==> config.mk <==
export PLATFORM = sky130hd
export DESIGN_NAME = fp_addsub_rs
export DESIGN_NICKNAME = d
export VERILOG_FILES = /design/src/rtl/fp_rs_pkg.sv /design/src/rtl/fp_rs_select.sv /design/src/rtl/fp_addsub_rs.sv
export SDC_FILE = /design/constraint.sdc
export NUM_CORES = 1
export LEC_CHECK = 0
export CAP_MARGIN = 5
export CORE_MARGIN = 2
export CORE_UTILIZATION = 58
export DETAILED_ROUTE_END_ITERATION = 8
export DONT_BUFFER_PORTS = 1
export GPL_ROUTABILITY_DRIVEN = 0
export PLACE_DENSITY = 0.76
export SYNTH_ARGS = -nofsm -noshare
export SYNTH_HDL_FRONTEND = slang
export SYNTH_SLANG_ARGS = --single-unit
==> constraint.sdc <==
create_clock -name clk -period 7.3 [get_ports clk]
set_input_delay 1.46 -clock clk [delete_from_list [all_inputs] [get_ports clk]]
set_output_delay 1.46 -clock clk [all_outputs]
set_load 0.03 [all_outputs]
==> src/rtl/fp_rs_pkg.sv <==
// ============================================================================
// Module   : fp_rs_pkg
// Purpose  : Shared types and constants for the FP add/sub reservation station
// Revision : 1.0  initial release
// ============================================================================
`default_nettype none

package fp_rs_pkg;
  localparam logic OP_ADD = 1'b0;
  localparam logic OP_SUB = 1'b1;
  localparam int   EXP_W  = 11;
  localparam int   MAN_W  = 52;
  localparam int   DW     = 1 + EXP_W + MAN_W;

  typedef struct packed {
    logic          busy;
    logic          op;
    logic          qj_pend;
    logic          qk_pend;
    logic [DW-1:0] vj;
    logic [DW-1:0] vk;
  } rs_entry_t;
endpackage

`default_nettype wire

==> src/rtl/fp_rs_select.sv <==
// ============================================================================
// Module   : fp_rs_select
// Purpose  : Lowest-index priority encoder over a request vector
// Revision : 1.0  initial release
// ============================================================================
`default_nettype none

module fp_rs_select #(
  parameter int N     = 4,
  parameter int IDX_W = (N > 1) ? $clog2(N) : 1
) (
  input  logic [N-1:0]     i_req,
  output logic             o_found,
  output logic [IDX_W-1:0] o_idx
);

  // Scan downward so the lowest set index is the last one written.
  always_comb begin
    o_found = |i_req;
    o_idx   = '0;
    for (int i = N - 1; i >= 0; i--) begin
      if (i_req[i]) o_idx = IDX_W'(i);
    end
  end

endmodule

`default_nettype wire

==> src/rtl/fp_addsub_rs.sv <==
// ============================================================================
// Module   : fp_addsub_rs
// Purpose  : Reservation station feeding the double-precision add/sub datapath
// Revision : 1.0  initial release
// ============================================================================
`default_nettype none

module fp_addsub_rs
  import fp_rs_pkg::*;
#(
  parameter int NUM_ENTRIES = 4,
  parameter int TAG_W       = 4
) (
  input  logic             clk,
  input  logic             rst_n,
  input  logic             flush,
  input  logic             disp_valid,
  output logic             disp_ready,
  input  logic             disp_op,
  input  logic [TAG_W-1:0] disp_dest,
  input  logic [DW-1:0]    disp_vj,
  input  logic [DW-1:0]    disp_vk,
  input  logic             disp_qj_pend,
  input  logic             disp_qk_pend,
  input  logic [TAG_W-1:0] disp_qj,
  input  logic [TAG_W-1:0] disp_qk,
  input  logic             cdb_valid,
  input  logic [TAG_W-1:0] cdb_tag,
  input  logic [DW-1:0]    cdb_data,
  output logic             ex_valid,
  input  logic             ex_ready,
  output logic             ex_sa,
  output logic             ex_sb,
  output logic [EXP_W-1:0] ex_ea,
  output logic [EXP_W-1:0] ex_eb,
  output logic [MAN_W-1:0] ex_ma,
  output logic [MAN_W-1:0] ex_mb,
  output logic [TAG_W-1:0] ex_tag
);

  localparam int IDX_W = $clog2(NUM_ENTRIES);

  rs_entry_t        r_ent  [NUM_ENTRIES];
  logic [TAG_W-1:0] r_dest [NUM_ENTRIES];
  logic [TAG_W-1:0] r_qj   [NUM_ENTRIES];
  logic [TAG_W-1:0] r_qk   [NUM_ENTRIES];

  logic [NUM_ENTRIES-1:0] w_free;
  logic [NUM_ENTRIES-1:0] w_rdy;
  logic                   w_free_found;
  logic                   w_rdy_found;
  logic [IDX_W-1:0]       w_free_idx;
  logic [IDX_W-1:0]       w_rdy_idx;
  logic                   w_disp_fire;
  logic                   w_issue;
  logic                   w_fwd_j;
  logic                   w_fwd_k;
  rs_entry_t              w_sel;

  always_comb begin
    for (int i = 0; i < NUM_ENTRIES; i++) begin
      w_free[i] = ~r_ent[i].busy;
      w_rdy[i]  = r_ent[i].busy & ~r_ent[i].qj_pend & ~r_ent[i].qk_pend;
    end
  end

  fp_rs_select #(.N(NUM_ENTRIES), .IDX_W(IDX_W)) u_free_sel (
    .i_req   (w_free),
    .o_found (w_free_found),
    .o_idx   (w_free_idx)
  );

  fp_rs_select #(.N(NUM_ENTRIES), .IDX_W(IDX_W)) u_rdy_sel (
    .i_req   (w_rdy),
    .o_found (w_rdy_found),
    .o_idx   (w_rdy_idx)
  );

  assign disp_ready  = w_free_found;
  assign w_disp_fire = disp_valid & w_free_found;
  assign w_issue     = w_rdy_found & (~ex_valid | ex_ready);
  assign w_fwd_j     = disp_qj_pend & cdb_valid & (cdb_tag == disp_qj);
  assign w_fwd_k     = disp_qk_pend & cdb_valid & (cdb_tag == disp_qk);
  assign w_sel       = r_ent[w_rdy_idx];

  always_ff @(posedge clk) begin
    if (!rst_n || flush) begin
      for (int i = 0; i < NUM_ENTRIES; i++) begin
        r_ent[i].busy    <= 1'b0;
        r_ent[i].qj_pend <= 1'b0;
        r_ent[i].qk_pend <= 1'b0;
      end
      ex_valid <= 1'b0;
      ex_sa    <= 1'b0;
      ex_sb    <= 1'b0;
      ex_ea    <= '0;
      ex_eb    <= '0;
      ex_ma    <= '0;
      ex_mb    <= '0;
      ex_tag   <= '0;
    end else begin
      for (int i = 0; i < NUM_ENTRIES; i++) begin
        if (r_ent[i].busy && r_ent[i].qj_pend && cdb_valid && (r_qj[i] == cdb_tag)) begin
          r_ent[i].vj      <= cdb_data;
          r_ent[i].qj_pend <= 1'b0;
        end
        if (r_ent[i].busy && r_ent[i].qk_pend && cdb_valid && (r_qk[i] == cdb_tag)) begin
          r_ent[i].vk      <= cdb_data;
          r_ent[i].qk_pend <= 1'b0;
        end
        if (w_issue && (w_rdy_idx == IDX_W'(i))) r_ent[i].busy <= 1'b0;
        // Dispatch targets only free entries, so it never collides with snoop or issue.
        if (w_disp_fire && (w_free_idx == IDX_W'(i))) begin
          r_ent[i].busy    <= 1'b1;
          r_ent[i].op      <= disp_op;
          r_ent[i].qj_pend <= disp_qj_pend & ~w_fwd_j;
          r_ent[i].qk_pend <= disp_qk_pend & ~w_fwd_k;
          r_ent[i].vj      <= w_fwd_j ? cdb_data : disp_vj;
          r_ent[i].vk      <= w_fwd_k ? cdb_data : disp_vk;
          r_dest[i]        <= disp_dest;
          r_qj[i]          <= disp_qj;
          r_qk[i]          <= disp_qk;
        end
      end

      if (w_issue) begin
        ex_valid <= 1'b1;
        ex_sa    <= w_sel.vj[DW-1];
        ex_ea    <= w_sel.vj[DW-2 -: EXP_W];
        ex_ma    <= w_sel.vj[MAN_W-1:0];
        // The datapath always subtracts; an add flips the sign of b.
        ex_sb    <= w_sel.vk[DW-1] ^ (w_sel.op == OP_ADD);
        ex_eb    <= w_sel.vk[DW-2 -: EXP_W];
        ex_mb    <= w_sel.vk[MAN_W-1:0];
        ex_tag   <= r_dest[w_rdy_idx];
      end else if (ex_ready) begin
        ex_valid <= 1'b0;
      end
    end
  end

endmodule

`default_nettype wire
# ---- Word level (Yosys, flattened, before mapping)
# Memory sizes are Yosys's and may differ from the RTL's. A register that Yosys moved wholly into a read port is not among the register bits.
# Index checks and enable logic that the tools add are counted.
dict set report classes {
  bitwise_logic 66
  reduce_logical 48
  n_mux 121
  eq_ne 16
}
# op n
set ops {}
lappend ops {{64-bit 2-to-1 mux} 10}
lappend ops {{1-bit 2-to-1 mux} 85}
lappend ops {{4-bit OR reduction} 11}
lappend ops {{4-bit == test} 10}
lappend ops {{4-bit 2-to-1 mux} 9}
lappend ops {{2-bit 2-to-1 mux} 17}
lappend ops {{1-bit OR} 33}
lappend ops {{1-bit logical AND} 32}
lappend ops {{1-bit AND} 16}
lappend ops {{1-bit inverter} 16}
lappend ops {{2-bit == test, second input constant} 4}
lappend ops {{2-bit by 1-bit == test with 1-bit output, second input constant} 2}
lappend ops {{2-bit logical NOT} 2}
lappend ops {{2-bit nonzero test} 1}
lappend ops {{1-bit logical NOT} 1}
lappend ops {{1-bit logical OR} 1}
lappend ops {{1-bit XOR} 1}
dict set report word_totals {
  register_bits 129
  n_memories 4
  elab_cells 262
  in_bits 217
  ram_bits 576
}
# memory words width read_ports rd_clocked_by_memory_dff write_ports line
set mem_list {}
lappend mem_list {r_ent 4 132 5 0 4 fp_addsub_rs.sv:43} ;# rs_entry_t r_ent [NUM_ENTRIES];
lappend mem_list {r_dest 4 4 1 1 1 fp_addsub_rs.sv:44} ;# logic [TAG_W-1:0] r_dest [NUM_ENTRIES];
lappend mem_list {r_qj 4 4 4 0 1 fp_addsub_rs.sv:45} ;# logic [TAG_W-1:0] r_qj [NUM_ENTRIES];
lappend mem_list {r_qk 4 4 4 0 1 fp_addsub_rs.sv:46} ;# logic [TAG_W-1:0] r_qk [NUM_ENTRIES];

# ---- Logic depth before layout (Yosys ltp)
# An unclocked memory read counts as a cell.
dict set report depth {
  ltp_word 15
  depth_mapped 10
  ltp_nobuf 7
}

# ---- Hierarchy
# A second synthesis with hierarchy kept.
dict set report unflattened {
  cells_unflattened 2566
  area_unflattened_um2 32790.2
}
# module cells_per_inst instances area_each_um2
set modules_own_cells {}
lappend modules_own_cells {fp_addsub_rs 2552 1 32720.1}
lappend modules_own_cells {fp_rs_select 7 2 35.0}

# ---- Worst setup path after synthesis
# Ideal clock, no wire load.
dict set report synth_timing {
  kind {input -> register}
  start {input port rst_n}
  end {memory r_ent[2][128] (netlist bit), enable pin}
  n_path_buf 1
  setup_slack_ns -0.282
  setup_ns 0.314
  t_required_ns 6.986
  arrival_ns 7.268
  cell_stages 5
  path_cell_list {nor2b_1 -> clkbuf_1 -> nand3_1 -> o31ai_1 -> or2_2}
}
# item line
set synth_lines {}
lappend synth_lines {{from (decl)} fp_addsub_rs.sv:15} ;# input logic rst_n,
lappend synth_lines {{to (decl)} fp_addsub_rs.sv:43}

==> qor.yml <==
n_fill_cell: 4231
dp_cells: 3409
cts_tree: "done"
core_um2: 56600
io_pins: 351
final_common_cell: "nand2_1"
vias: 24300
drt_first_pass_iters: 9
drive_gt1_share_pct: 14.5
worst-path-buf-inv: 3
rsz0062_at_grt: "false"
die_area_um2: 59400
final_cells: 3542
tightest_slew_ns: 1.30
cp_slowest_cell: "nor2b_4"
antenna_found_initial: 1
p_leak_nw: 11.9
hold_class: "reg2reg"
routed_wl_mm: 99.6
finalHoldViolations: 0
synthAdderAreaFrac_pct: 0
irDropWorstVdd_v: 0.000256
synth_seq_cells: 709
ys.flop_type: "edfxtp_1"
holdBufCountCts: 0
synth_compound_area_share_pct: 15.1
required_ns: 7.74
ctsResizeCount: 0
r2r_cells: 7
wire_per_inst_um: 28.1
async_flop_share_pct: 0
max_stage_delay_ns: 0.88
hp-start: "r_ent[2][64]"
portBuffers: 0
die_h_um: 244
final_cell_mix: "590 x nand2_1, 576 x edfxtp_1, 387 x a21oi_1, 234 x mux2_2, 136 x o21ai_0"
finalSetupViolations: 0
post_synth_mux_area_share_pct: 10.9
fin_nets: 2945
syn_nets: 3146
chipWidth_um: 244
ys_types: 55
critPathKind: "in2reg"
grt_max_degree: 128
yosysWarnings: 0
postSynthAreaPerCell_um2: 11.4
yosysSeqAreaShare_pct: 59.9
status: "finished with violations"
row_count: 87
tns_ns: 0
post_cts_buffers: 0
maxCapViolCount: 0
fmax_mhz: 221
cts_max_level: 3
hold_depth: 2
numCtsBuffers: 73
drv_slew: 0
drtIter0Drc: 3659
synth-xor-area-share_pct: 0.972
synth_area_um2: 33300
post-route-drc-count: 16
relSlewSlack_pct: 12.8
power_density_nw_per_um2: 254
grt_overflow_total: 0
reg2reg_slack_ns: 3.23
track_usage_pct: 32.9
min_period_ns: 4.53
clock-root-buffer: "clkbuf_16"
vias_per_cell: 6.85
fin_crit_sh_pct: 62.1
cp_top_family: "simple AND/OR/NAND/NOR gates"
ant_nets: 0
r2r_start: "r_ent[0][131]"
area_growth_pct: 7.19
antennaDiodeCount: 0
min_to: "ex_ma[0]"
violations: "DRC"
hpwlAfterDp_mm: 56.1
yosys.area_share.simple_pct: 8.23
clk_pin_slew_worst_paths_ns: 0.06
cp_max_fo: 48
clock_sinks: 709
synth_top_family_by_area: "compound AO/OA/AOI/OAI gates"
crit_chain: "nor2b_4, nand3b_2, inv_2, a41oi_1, nand4_4, buf_4, buf_4, o211ai_1, o211ai_1"
utilization_pct: 63.1
synth_edf_count: 576
startpoint_type: "input port"
clk_path_buf_depth: 3
grt_pass1_vias: 24500
start_util_pct: 58.9
cp.arrival_ns: 4.97
timing.rr.end: "r_ent[2][80]"
netlist_instances: 2929
clock_skew_ns: 0.0250
grt_pass1_wl_mm: 149
worstSetupEndpointType: "register"
worstSkewPairLatency_ns: 0.62
==> sequential cells by signal, indices dropped and copies added, names as in the netlist <==
signal and count:
r_qk 16, r_dest 16, ex_ea 11, ex_eb 11
ex_sb 1, ex_ma 52, ex_valid 1, r_ent 528
ex_mb 52, r_qj 16, ex_tag 4, ex_sa 1
==> report_power, final <==
part / internal (W) / total, W / leakage [nW] / switching (W)
logic: 0.000261 / 0.000743 / 4.47 / 0.000482
clock network: 0.00213 / 0.00369 / 1.14 / 0.00156
registers: 0.00448 / 0.00464 / 6.27 / 0.000167
total: 0.00686 / 0.00908 / 11.9 / 0.00221
==> per-stage QoR <==
stage	hold slack [ns]	cell area, um^2	setup WS [ns]	power, W
6_report	0.554	35700	2.77	0.00908
5_1_grt	0.576	35700	2.57	0.00931
4_1_cts	0.554	35700	2.82	0.00907
2_1_floorplan	0.515	33300	1.78	0.00528
3_5_place_dp	0.534	33400	2.21	0.00545
3_3_place_gp	0.523	33400	2.33	0.00543
==> how the worst max path moves through the flow <==
stage          start             to  cells past startpoint
2_1_floorplan  rst_n  r_ent[2][128]                      5
3_3_place_gp   flush   r_ent[2][97]                      8
3_5_place_dp   rst_n   r_ent[0][94]                      9
4_1_cts        rst_n   r_ent[0][99]                      9
5_1_grt        rst_n   r_ent[0][99]                      9
6_report       rst_n   r_ent[0][99]                      9
==> layer usage <==
metal  up-vias  wire, um  global-route usage, %
met5         -        15                      0
li1      10500         -                      -
met2      1692     47600                   54.8
met1     11900     35100                   40.0
met4         2      4130                   14.4
met3       242     12700                   9.25
==> Yosys cell counts, types with 22 or more instances <==
library cell	n	area share, %
a21oi_1	388	5.8
xor2_1	22	0.58
a222oi_1	132	4.0
o21ai_0	136	2.0
edfxtp_1	576	52
nand2_1	596	6.7
inv_1	79	0.89
clkbuf_1	186	2.1
mux2_1	89	3.0
mux2_2	234	7.9
o211ai_1	128	2.9
buf_2	99	1.5
dfxtp_1	133	8.0
==> logic make-up after synthesis <==
group / after synthesis
flip-flops: 709
multiplexers: 323
buffers and inverters: 386
AND/OR/NAND/NOR: 674
AO/OA/AOI/OAI: 800
XOR/XNOR: 37
==> cell type report <==
type                            count  area, um^2  share of cell area [%]
Clock buffer                      104        2120                    5.93
Clock inverter                     29         216                   0.606
Inverter                           80         303                   0.848
Multi-Input combinational cell   1834       11900                    33.4
Sequential cell                   709       20000                    55.9
Tap cell                          756         946                    2.65
Timing Repair Buffer               30         250                   0.700
==> worst reg2reg max path: stages (launching register included) <==
cell,delay [ns]
edfxtp_1,0.52
or3b_1,0.51
inv_1,0.48
a31oi_1,0.54
nand4_4,0.17
nor2_4,1.00
buf_4,0.47
a21oi_1,0.11
No activity file was read; power rests on OpenSTA's default activity.
